File: config.mk
export PLATFORM = sky130hd
export DESIGN_NAME = tmds_encoder
export DESIGN_NICKNAME = d
export VERILOG_FILES = /design/src/rtl/tmds_encoder.sv
export SDC_FILE = /design/constraint.sdc
export NUM_CORES = 1
export LEC_CHECK = 0
export BUFFER_PORTS_ARGS = -buffer_cell sky130_fd_sc_hd__buf_4
export CAP_MARGIN = 15
export CORE_ASPECT_RATIO = 1.1
export CORE_MARGIN = 2
export CORE_UTILIZATION = 30
export CTS_CLUSTER_DIAMETER = 200
export DETAILED_ROUTE_END_ITERATION = 16
export SLEW_MARGIN = 20
export SYNTH_ARGS = -nofsm -noshare
export SYNTH_HDL_FRONTEND = slang
export SYNTH_SLANG_ARGS = --single-unit
export TNS_END_PERCENT = 5
File: constraint.sdc
create_clock -name clk -period 9.5 [get_ports clk]
set_input_delay 0.475 -clock clk [delete_from_list [all_inputs] [get_ports clk]]
set_output_delay 0.475 -clock clk [all_outputs]
set_load 0.005 [all_outputs]
File: src/rtl/tmds_encoder.sv
// tmds_encoder: three-channel DVI 8b/10b TMDS encoder (red, green, blue).
// Stage 1 minimises transitions. Stage 2 balances DC using a signed
// running disparity per channel and inserts control tokens outside active video.
// Optional macro TMDS_PIPE_EN adds a register stage between the two stages.
// That stage holds q_m and its precomputed disparity (n1-n0), and latency
// becomes 3 clk instead of 2.
module tmds_encoder #(
  parameter int CNT_W = 5
) (
  input  logic       clk,
  input  logic       reset,
  input  logic       DrawArea,
  input  logic       hSync,
  input  logic       vSync,
  input  logic [7:0] red,
  input  logic [7:0] green,
  input  logic [7:0] blue,
  output logic [9:0] TMDS_red,
  output logic [9:0] TMDS_green,
  output logic [9:0] TMDS_blue
);

  localparam logic [9:0] TOKEN_00 = 10'b1101010100;
  localparam logic [9:0] TOKEN_01 = 10'b0010101011;
  localparam logic [9:0] TOKEN_10 = 10'b0101010100;
  localparam logic [9:0] TOKEN_11 = 10'b1010101011;

  function automatic logic [3:0] ones8(input logic [7:0] v);
    logic [3:0] n;
    n = '0;
    for (int i = 0; i < 8; i++) n = n + {3'b000, v[i]};
    return n;
  endfunction

  // n1 - n0 of a byte, which equals 2*n1 - 8.
  function automatic logic signed [CNT_W-1:0] disparity(input logic [7:0] v);
    return CNT_W'({ones8(v), 1'b0}) - CNT_W'(8);
  endfunction

  function automatic logic [9:0] token(input logic [1:0] c);
    case (c)
      2'b00:   return TOKEN_00;
      2'b01:   return TOKEN_01;
      2'b10:   return TOKEN_10;
      default: return TOKEN_11;
    endcase
  endfunction

  // Channel index 0 = red, 1 = green, 2 = blue.
  logic [2:0][7:0] pix;
  logic [2:0][9:0] word;
  assign pix = {blue, green, red};

  logic de_d1, hs_d1, vs_d1;
  logic de_bal, hs_bal, vs_bal;

  // Delay the timing signals alongside q_m in stage 1.
  always_ff @(posedge clk or posedge reset) begin
    if (reset) begin
      de_d1 <= 1'b0;
      hs_d1 <= 1'b0;
      vs_d1 <= 1'b0;
    end else begin
      de_d1 <= DrawArea;
      hs_d1 <= hSync;
      vs_d1 <= vSync;
    end
  end

`ifdef TMDS_PIPE_EN
  logic de_d2, hs_d2, vs_d2;

  // Delay the timing signals one more clock to match the extra q_m stage.
  always_ff @(posedge clk or posedge reset) begin
    if (reset) begin
      de_d2 <= 1'b0;
      hs_d2 <= 1'b0;
      vs_d2 <= 1'b0;
    end else begin
      de_d2 <= de_d1;
      hs_d2 <= hs_d1;
      vs_d2 <= vs_d1;
    end
  end

  assign de_bal = de_d2;
  assign hs_bal = hs_d2;
  assign vs_bal = vs_d2;
`else
  assign de_bal = de_d1;
  assign hs_bal = hs_d1;
  assign vs_bal = vs_d1;
`endif

  for (genvar gi = 0; gi < 3; gi++) begin : g_ch
    logic [8:0] qm_next, qm_reg, qm_bal;
    logic signed [CNT_W-1:0] diff_bal, cnt_reg, cnt_next;
    logic [9:0] word_reg, word_next;
    logic [1:0] ctrl;

    // Only the blue channel carries the syncs; the other channels send C=00.
    assign ctrl = (gi == 2) ? {vs_bal, hs_bal} : 2'b00;

    // Transition minimisation: choose the XNOR or XOR chain from the byte's ones count.
    always_comb begin : stage1_comb
      logic [3:0] n1_d;
      logic       use_xnor;
      n1_d     = ones8(pix[gi]);
      use_xnor = (n1_d > 4'd4) || ((n1_d == 4'd4) && !pix[gi][0]);
      qm_next    = '0;
      qm_next[0] = pix[gi][0];
      for (int i = 1; i < 8; i++)
        qm_next[i] = use_xnor ? ~(qm_next[i-1] ^ pix[gi][i]) : (qm_next[i-1] ^ pix[gi][i]);
      qm_next[8] = ~use_xnor;
    end

    // Stage-1 register for the minimised word.
    always_ff @(posedge clk or posedge reset) begin
      if (reset) qm_reg <= '0;
      else       qm_reg <= qm_next;
    end

`ifdef TMDS_PIPE_EN
    logic [8:0]              qm_p_reg;
    logic signed [CNT_W-1:0] diff_p_reg;

    // Extra stage: n1/n0 reach the balance logic only as their difference,
    // so only (n1-n0) is precomputed and registered here.
    always_ff @(posedge clk or posedge reset) begin
      if (reset) begin
        qm_p_reg   <= '0;
        diff_p_reg <= '0;
      end else begin
        qm_p_reg   <= qm_reg;
        diff_p_reg <= disparity(qm_reg[7:0]);
      end
    end

    assign qm_bal   = qm_p_reg;
    assign diff_bal = diff_p_reg;
`else
    assign qm_bal   = qm_reg;
    assign diff_bal = disparity(qm_reg[7:0]);
`endif

    // DC balance: pick the inversion that steers the running disparity back to zero.
    always_comb begin : balance_comb
      logic signed [CNT_W-1:0] two_q8, two_nq8;
      logic cnt_pos, cnt_neg, more_ones, more_zeros;
      word_next  = TOKEN_00;
      cnt_next   = '0;
      two_q8     = qm_bal[8] ? CNT_W'(2) : '0;
      two_nq8    = qm_bal[8] ? '0 : CNT_W'(2);
      cnt_neg    = cnt_reg[CNT_W-1];
      cnt_pos    = !cnt_reg[CNT_W-1] && (cnt_reg != '0);
      more_zeros = diff_bal[CNT_W-1];
      more_ones  = !diff_bal[CNT_W-1] && (diff_bal != '0);
      if (!de_bal) begin
        word_next = token(ctrl);
        cnt_next  = '0;
      end else if ((cnt_reg == '0) || (diff_bal == '0)) begin
        word_next = {~qm_bal[8], qm_bal[8], qm_bal[8] ? qm_bal[7:0] : ~qm_bal[7:0]};
        cnt_next  = qm_bal[8] ? (cnt_reg + diff_bal) : (cnt_reg - diff_bal);
      end else if ((cnt_pos && more_ones) || (cnt_neg && more_zeros)) begin
        word_next = {1'b1, qm_bal[8], ~qm_bal[7:0]};
        cnt_next  = cnt_reg + two_q8 - diff_bal;
      end else begin
        word_next = {1'b0, qm_bal[8], qm_bal[7:0]};
        cnt_next  = cnt_reg + diff_bal - two_nq8;
      end
    end

    // Stage-2 register: output word and running disparity.
    always_ff @(posedge clk or posedge reset) begin
      if (reset) begin
        word_reg <= TOKEN_00;
        cnt_reg  <= '0;
      end else begin
        word_reg <= word_next;
        cnt_reg  <= cnt_next;
      end
    end

    assign word[gi] = word_reg;
  end

  assign TMDS_red   = word[0];
  assign TMDS_green = word[1];
  assign TMDS_blue  = word[2];

endmodule

==> run_results.csv, run 1 <==
group,metric,value,unit
run_status,status,"completed",
cts,cts_resized,0,
run,drv_cap,0,
cts,insertion_delay,330,ps
critical_path,critPathCaptureType,"flop",
critical_path,crit_chain,"fa_1, inv_1, fa_1, fa_1, inv_1, ha_1, fa_1, xor2_1, ha_1, or3b_1, o21a_1, o22ai_1, xor2_1, nor2_1",
global_routing,antenna_found_initial,0,
floorplan,die_h,149,um
floorplan,io_pins,59,
yosys,synth_nets,677,
cells_and_area,syn2layout_area_growth,18.3,%
route,drc,0,
floorplan,start_util,30.4,%
cells_and_area,layout_commonest_cell,"inv_1",
yosys,synth_ff_type,"dfrtp_1",
cells_and_area,layout.nets,740,
yosys,ys_seq_area_share,31.6,%
cts,clock_path_buffers,2,
critical_path,worst_ep_required_time,9680,ps
place,dp_cells,847,
yosys,yosysWarnings,0,
cells_and_area,fin_cells,863,
route,detailroute.via_count,3764,
timing,final.setup.tns,0,ps
cells_and_area,layout-drive-gt1-share,18.7,%
timing,fmax,205,MHz
yosys,synth_edf_count,0,
critical_path,crit_path_frequent_cell,"fa_1",
cts,hold_buffers,0,
critical_path,cp_max_fo,11,
global_routing,grt_pass1_wl,19000,um
critical_path,worstSetupPathType,"flop to flop",
place,numPortBuffers,58,
global_routing,grt_pass1_vias,4057,
place,place_congestion,0.846,
route,drtIter0Drc,125,
route,dr.pass1.iters,4,
cts,htreeDepth,3,
yosys,async_reset_ff_share,100,%
timing,finalMaxSlewViolations,0,
timing,fin_crit_sh,51.3,%
route,wl_per_cell,12.6,um
timing,rsz0062_at_grt,"false",
cells_and_area,mostFrequentLayoutCells,"inv_1, ha_1, buf_4",
timing,post-route-min-period,4880,ps
timing,setup_ws,4620,ps
critical_path,worstSetupStartpointType,"flop",
cells_and_area,antennaDiodeCount,0,
cells_and_area,multi_input_area,0.00353,sq mm
global_routing,grt_max_degree,73,
floorplan,row_count,53,
route,ant_nets,0,
critical_path,critPathMaxStageDelay,830,ps
yosys,ys_ff_latch,72,
cells_and_area,seqCellArea,0.00182,sq mm
cts,cts_buffers,9,
yosys,syn_area_per_cell,10.5,sq um
cells_and_area,final_util,35.9,%
cells_and_area,num-fill-cells,1952,
global_routing,grt-ovfl-total,0,
cts,cts_tree,"built",
route,wirelength,10900,um
yosys,synth_area,0.00576,sq mm
timing,finalSetupViolCount,0,
floorplan,die_w,136,um
global_routing,gr-usage-all-layers,11.7,%
timing,hold_violations,0,
min_path,hold_class,"input port to flop",
yosys,synth.distinct_cells,60,
timing,worstMarginPinSlew,1050,ps
place,dp_slack,4600,ps
critical_path,crit_arrival,5060,ps
place,dp.final_hpwl,8600,um
cts,cts_root_buffer,"clkbuf_16",
yosys,syn_inst,548,
cts,path_clk_slew,60,ps
route,vias_per_cell,4.36,
timing,fin_skew,6.46,ps
critical_path,cp_slowest_cell,"o22ai_1",
floorplan,dieArea,0.0203,sq mm
floorplan,core-area,0.0190,sq mm
cts,cts_num_sinks,72,
cells_and_area,largest_reg_flops,27,
cts,cts_setup_buffers,0,
timing,slew-limit-headroom,30.3,%
[Yosys cell counts (all sizes together) (5+ instances only)]
cell    instances  area share (%)
a211oi          6            0.78
a21oi          34             3.1
clkbuf          5            0.33
dfrtp          57              25
dfstp          15             6.8
fa             39              14
ha             61              13
inv           100             6.5
mux2i           8             1.4
nand2          21             1.4
nand2b          7            0.76
nor2           29             1.9
nor3            6            0.52
o21ai          14             1.4
or3             5            0.72
or3b            5            0.76
xnor2          51             8.7
xor2           29             4.4
[worst max-delay path: cells and delay by family, from the launching register on]
kind                       cells  cell delay, ps
AOI/OAI and AO/OA              2            1070
xor gates and xnor gates       2             450
adders and majority gates      6            2230
buffers and inverters          2             100
DFF                            1             400
and+or+nand+nor                2             470
[routing by layer]
metal	track usage, %	up-vias	share of wire [%]
met1	15.0	1799	44
li1	-	1885	-
met4	3.02	0	0.98
met5	0	-	0
met2	20.0	72	50
met3	2.62	8	4.4
[path summary, 6_finish.rpt]
check	startpoint	end	slack, ps	cells after the start
worst min register to register	g_ch[0].qm_bal[2]	TMDS_red[2]	530	2
worst min-delay path	hSync	hs_bal	260	1
worst max-delay path	g_ch[1].qm_bal[0]	TMDS_green[3]	4620	14
worst max register to register	g_ch[1].qm_bal[0]	TMDS_green[3]	4620	14
max in group asynchronous	reset	g_ch[0].cnt_reg[4]	8480	3
min in group asynchronous	reset	de_bal	390	3
[stage by stage]
step           hold WS, ps  area, sq um
2_1_floorplan          490         5760
3_3_place_gp           503         6490
3_5_place_dp           529         6490
4_1_cts                244         6820
5_1_grt                238         6820
6_report               258         6820
[area by class of cell]
| class | instances | share of cell area [%] |
|---|---|---|
| multi-input cells | 368 | 51.8 |
| clock inverters | 6 | 1.34 |
| inverters | 100 | 5.51 |
| repair buffers | 60 | 6.61 |
| clock buffers | 10 | 3.51 |
| well taps | 247 | 4.53 |
| flip-flops and latches | 72 | 26.7 |
[logic make-up (layout without fill, tap and decap cells)]
family,Yosys count,in the layout,synth area share (%)
adders and majority gates,100,100,26.8
and+or+nand+nor,92,92,8.25
DFF,72,72,31.6
buffers and inverters,108,176,7.14
AOI/OAI and AO/OA,82,82,9.90
muxes,11,11,1.98
xor gates and xnor gates,83,83,14.4
Power of run 1 is not shown: default switching activity piles up to over one toggle a cycle in this logic, so the estimate is an artifact.
==> run 2: changes to the inputs <==
Settings changed: ABC_AREA set to 1.
Clock period 9.5 ns to 4.9 ns, I/O delays scaled along.
==> run_results.csv, run 2 <==
group,metric,value,unit
cells_and_area,stdcell_area,0.00694,sq mm
cts,cts_tree,"built",
yosys,synth_edf_count,0,
yosys,ys_seq_area_share,30.9,%
cells_and_area,syn2layout_area_growth,17.6,%
cells_and_area,final_util,36.1,%
floorplan,die_w,138,um
cts,cts_setup_buffers,0,
timing,rsz0062_at_grt,"false",
timing,final.setup.tns,0,ps
run,drv_cap,0,
floorplan,die_h,151,um
route,dr.pass1.iters,6,
timing,fin_crit_sh,93.4,%
critical_path,cp_max_fo,11,
critical_path,crit_arrival,4780,ps
timing,finalSetupViolCount,0,
cells_and_area,mostFrequentLayoutCells,"nand2_1, inv_1, nand3_1",
yosys,synthTopCellsByArea,"dfrtp_1, fa_1, ha_1, nand2_1, inv_1",
route,ant_nets,0,
yosys,synth_most_common_cell,"nand2_1",
timing,whs,16.0,ps
min_path,hp-start,"DrawArea",
place,place_congestion,0.854,
place,dpl_cell_area,0.00662,sq mm
timing,slew-limit-headroom,39.6,%
critical_path,r2r-end,"TMDS_blue[5]",
critical_path,path_delay_family,"adder cells",
global_routing,grt_max_degree,73,
cts,cts_num_sinks,72,
critical_path,critPathMaxStageDelay,530,ps
timing,fin_skew,5.31,ps
timing,hold_violations,0,
min_path,hold_end,"de_bal",
yosys,synth_ff_type,"dfrtp_1",
critical_path,worstSetupStartpointType,"flop",
yosys,yosys.area.top_type_share,24.2,%
critical_path,worst_ep_required_time,5110,ps
critical_path,reg2reg_setup_slack,320,ps
yosys,syn_area_per_cell,8.38,sq um
cts,hold_buffers,0,
floorplan,core-area,0.0192,sq mm
cts,htreeDepth,3,
critical_path,crit_chain,"fa_1, inv_1, fa_1, fa_1, inv_1, ha_1, fa_1, xnor2_1, inv_1, ha_1, ha_1, inv_1, nand2_1, nand2_1, nand2_1, inv_1, nand2_1, nand3_1, nand2_1",
route,detailroute.via_count,4430,
min_path,hold_class,"input port to flop",
critical_path,rr_worst_depth,19,
timing,finalMaxSlewViolations,0,
cts,clock_path_buffers,2,
floorplan,io_pins,59,
cells_and_area,largest_reg_flops,27,
route,drc,0,
cts,cts_resized,0,
cells_and_area,layout-drive-gt1-share,14.3,%
cts,path_clk_slew,60,ps
yosys,synth_nets,833,
timing,fmax,218,MHz
critical_path,cp_slowest_cell,"fa_1",
cts,insertion_delay,330,ps
floorplan,row_count,53,
route,vias_per_cell,4.34,
cells_and_area,layout_commonest_cell,"nand2_1",
global_routing,grt-ovfl-total,0,
route,wirelength,11800,um
timing,post-route-min-period,4580,ps
yosys,yosysWarnings,0,
cts,cts_buffers,9,
timing,worstMarginPinSlew,906,ps
route,wl_per_cell,11.6,um
critical_path,critPathCaptureType,"flop",
yosys,synth.distinct_cells,31,
cells_and_area,layout.nets,898,
global_routing,grt_pass1_vias,4381,
route,drtIter0Drc,165,
critical_path,rr_startpoint,"g_ch[2].qm_bal[0]",
run_status,status,"completed",
critical_path,worstSetupPathType,"flop to flop",
global_routing,grt_pass1_wl,20200,um
cells_and_area,num-fill-cells,1989,
yosys,syn_inst,704,
floorplan,start_util,30.7,%
cells_and_area,antennaDiodeCount,0,
global_routing,gr-usage-all-layers,12.3,%
yosys,synth_area,0.00590,sq mm
yosys,async_reset_ff_share,100,%
place,numPortBuffers,58,
yosys,ys_ff_latch,72,
global_routing,antenna_found_initial,0,
min_path,hold-path-cell-count,1,
yosys,synth_common_cells,"nand2_1, inv_1, nand3_1",
place,dp.final_hpwl,9690,um
cts,cts_root_buffer,"clkbuf_16",
floorplan,dieArea,0.0208,sq mm
critical_path,crit_buf_inv,5,
yosys,synth_largest_area_cell,"dfrtp_1",
[run 2: cell type report]
cell class | instances | area, sq um | share of cell area, %
sequential | 72 | 1820 | 26.2
timing repair buffer | 60 | 450 | 6.49
clock buffer | 14 | 284 | 4.09
multi-input combinational | 470 | 3450 | 49.7
clock inverter | 2 | 35.0 | 0.505
tap | 247 | 309 | 4.45
inverter | 156 | 591 | 8.51
[run 2: routing by layer]
layer  vias up  part of all wire [%]  GRT usage (%)
met5         -                     0              0
met4         0                   1.8           3.98
met3        15                   2.4           2.01
met2        53                    52           22.2
met1      2076                    44           14.9
li1       2286                     -              -
[run 2: kinds of logic after synthesis]
family | share of synthesized area [%]
and+or+nand+nor | 19.2
buffers and inverters | 10.6
adders and majority gates | 26.2
DFF | 30.9
AOI/OAI and AO/OA | 6.00
xor gates and xnor gates | 7.13
[run 2: worst max path at each step]
stage | start | end | slack (ps) | cells past startpoint
floorplan | g_ch[1].qm_bal[0] | g_ch[1].cnt_reg[4] | 720 | 18
global placement | g_ch[2].qm_bal[0] | TMDS_blue[5] | 390 | 19
detailed placement | g_ch[2].qm_bal[0] | TMDS_blue[5] | 340 | 19
CTS | g_ch[2].qm_bal[0] | TMDS_blue[5] | 340 | 19
global route | g_ch[2].qm_bal[0] | TMDS_blue[6] | 4 | 19
finish | g_ch[2].qm_bal[0] | TMDS_blue[5] | 320 | 19
[run 2: metrics by stage]
step	std cells	setup slack [ps]
finish	1021	322
global route	1021	3.85
CTS	1021	339
detailed placement	1005	344
global placement	1005	386
floorplan	704	718
Power of run 2 is left out for the same reason.
==> run 3: changes to the inputs <==
Settings changed: CORE_UTILIZATION 30 to 24.
==> run_results.csv, run 3 (same netlist as run 2, synthesis figures left out) <==
group,metric,value,unit
run_status,status,"completed",
timing,final.setup.tns,0,ps
place,dpl_cell_area,0.00670,sq mm
timing,worstMarginPinSlew,904,ps
critical_path,path_depth,19,
cts,cts_root_buffer,"clkbuf_16",
route,ant_nets,0,
place,dp.final_hpwl,9850,um
cells_and_area,syn2layout_area_growth,19.6,%
critical_path,worstSetupStartpointType,"flop",
global_routing,grt_pass1_wl,21200,um
floorplan,start_util,24.3,%
global_routing,grt_pass1_vias,4526,
floorplan,die_h,168,um
place,numPortBuffers,58,
route,detailroute.via_count,4461,
cells_and_area,layout-drive-gt1-share,14.5,%
critical_path,path_delay_family,"adder cells",
critical_path,crit_arrival,4760,ps
critical_path,crit_buf_inv,5,
global_routing,grt_max_degree,73,
cells_and_area,stdcell_area,0.00706,sq mm
cells_and_area,layout.nets,898,
cts,htreeDepth,3,
critical_path,critPathMaxStageDelay,540,ps
cts,path_clk_slew,60,ps
cells_and_area,fin_cells,1084,
floorplan,io_pins,59,
cells_and_area,antennaDiodeCount,0,
min_path,hold-path-cell-count,1,
cts,cts_setup_buffers,0,
critical_path,critPathCaptureType,"flop",
run,drv_cap,0,
timing,rsz0062_at_grt,"false",
timing,fin_skew,5.87,ps
cts,cts_num_sinks,72,
global_routing,antenna_found_initial,0,
critical_path,cp_slowest_cell,"fa_1",
place,place_congestion,0.890,
cts,cts_resized,0,
floorplan,dieArea,0.0259,sq mm
cells_and_area,layout_commonest_cell,"nand2_1",
global_routing,gr-usage-all-layers,10.0,%
route,wl_per_cell,11.4,um
cts,cts_tree,"built",
global_routing,grt-ovfl-total,0,
timing,finalMaxSlewViolations,0,
cells_and_area,largest_reg_flops,27,
critical_path,worst_ep_required_time,5100,ps
cts,hold_buffers,0,
floorplan,row_count,60,
cells_and_area,mostFrequentLayoutCells,"nand2_1, inv_1, nand3_1",
timing,hold_violations,0,
route,dr.pass1.iters,5,
critical_path,cp_max_fo,11,
critical_path,worstSetupPathType,"flop to flop",
route,drtIter0Drc,171,
timing,post-route-min-period,4560,ps
place,dp_cells,1068,
cts,insertion_delay,330,ps
timing,fmax,219,MHz
timing,fin_crit_sh,93.1,%
timing,finalSetupViolCount,0,
floorplan,die_w,153,um
critical_path,rr_worst_depth,19,
timing,slew-limit-headroom,39.7,%
critical_path,crit_chain,"fa_1, inv_1, fa_1, fa_1, inv_1, ha_1, fa_1, xnor2_1, inv_1, ha_1, ha_1, inv_1, nand2_1, nand2_1, nand2_1, inv_1, nand2_1, nand3_1, nand2_1",
cts,clock_path_buffers,2,
route,vias_per_cell,4.12,
min_path,hold_class,"input port to flop",
cts,cts_buffers,9,
route,drc,0,
floorplan,core-area,0.0243,sq mm
route,wirelength,12400,um
==> run 3: cell types whose count changed in the layout (fill, tap and decap cells not counted), sizes merged <==
cell      previous run  this run
bufinv               1         3
clkbuf              14        11
clkinvlp             0         1
==> run 3: worst paths after layout <==
path	from	endpoint	slack [ps]
setup reg to reg	g_ch[2].qm_bal[0]	TMDS_blue[5]	340
setup / recovery	g_ch[2].qm_bal[0]	TMDS_blue[5]	340
min in group asynchronous	reset	g_ch[1].qm_bal[7]	210
hold / removal	DrawArea	de_bal	20
hold reg to reg	g_ch[0].qm_bal[4]	TMDS_red[4]	510
max in group asynchronous	reset	vs_bal	4130
==> run 3: routing by layer <==
layer | track usage [%] | share of wire (%)
met1 | 12.3 | 44
met2 | 18.0 | 52
met3 | 1.36 | 2.2
met4 | 3.31 | 1.4
met5 | 0 | 0
==> run 3: final cells by class <==
type | instances | area, sq um
flip-flops and latches | 72 | 1820
well taps | 310 | 388
multi-input cells | 470 | 3450
clock buffers | 11 | 253
fillers | 2571 | 17300
repair buffers | 60 | 450
inverters | 156 | 591
clock inverters | 5 | 103
==> run 3: worst reg2reg max path: stages (launching register included) <==
cell,delay [ps]
dfrtp_1,400
fa_1,540
inv_1,50
fa_1,450
fa_1,490
inv_1,40
ha_1,200
fa_1,390
xnor2_1,310
inv_1,110
ha_1,320
ha_1,190
inv_1,50
nand2_1,150
nand2_1,110
nand2_1,250
inv_1,210
nand2_1,70
nand3_1,60
nand2_1,50
==> run 3: stage by stage <==
stage,utilization (%),hold slack (ps),setup WS (ps)
CTS,29.0,11.3,341
global route,29.0,5.45,26.2
finish,29.0,22.4,338
global placement,27.5,356,441
detailed placement,27.5,357,343
floorplan,-,276,718
Power of run 3 is left out for the same reason.
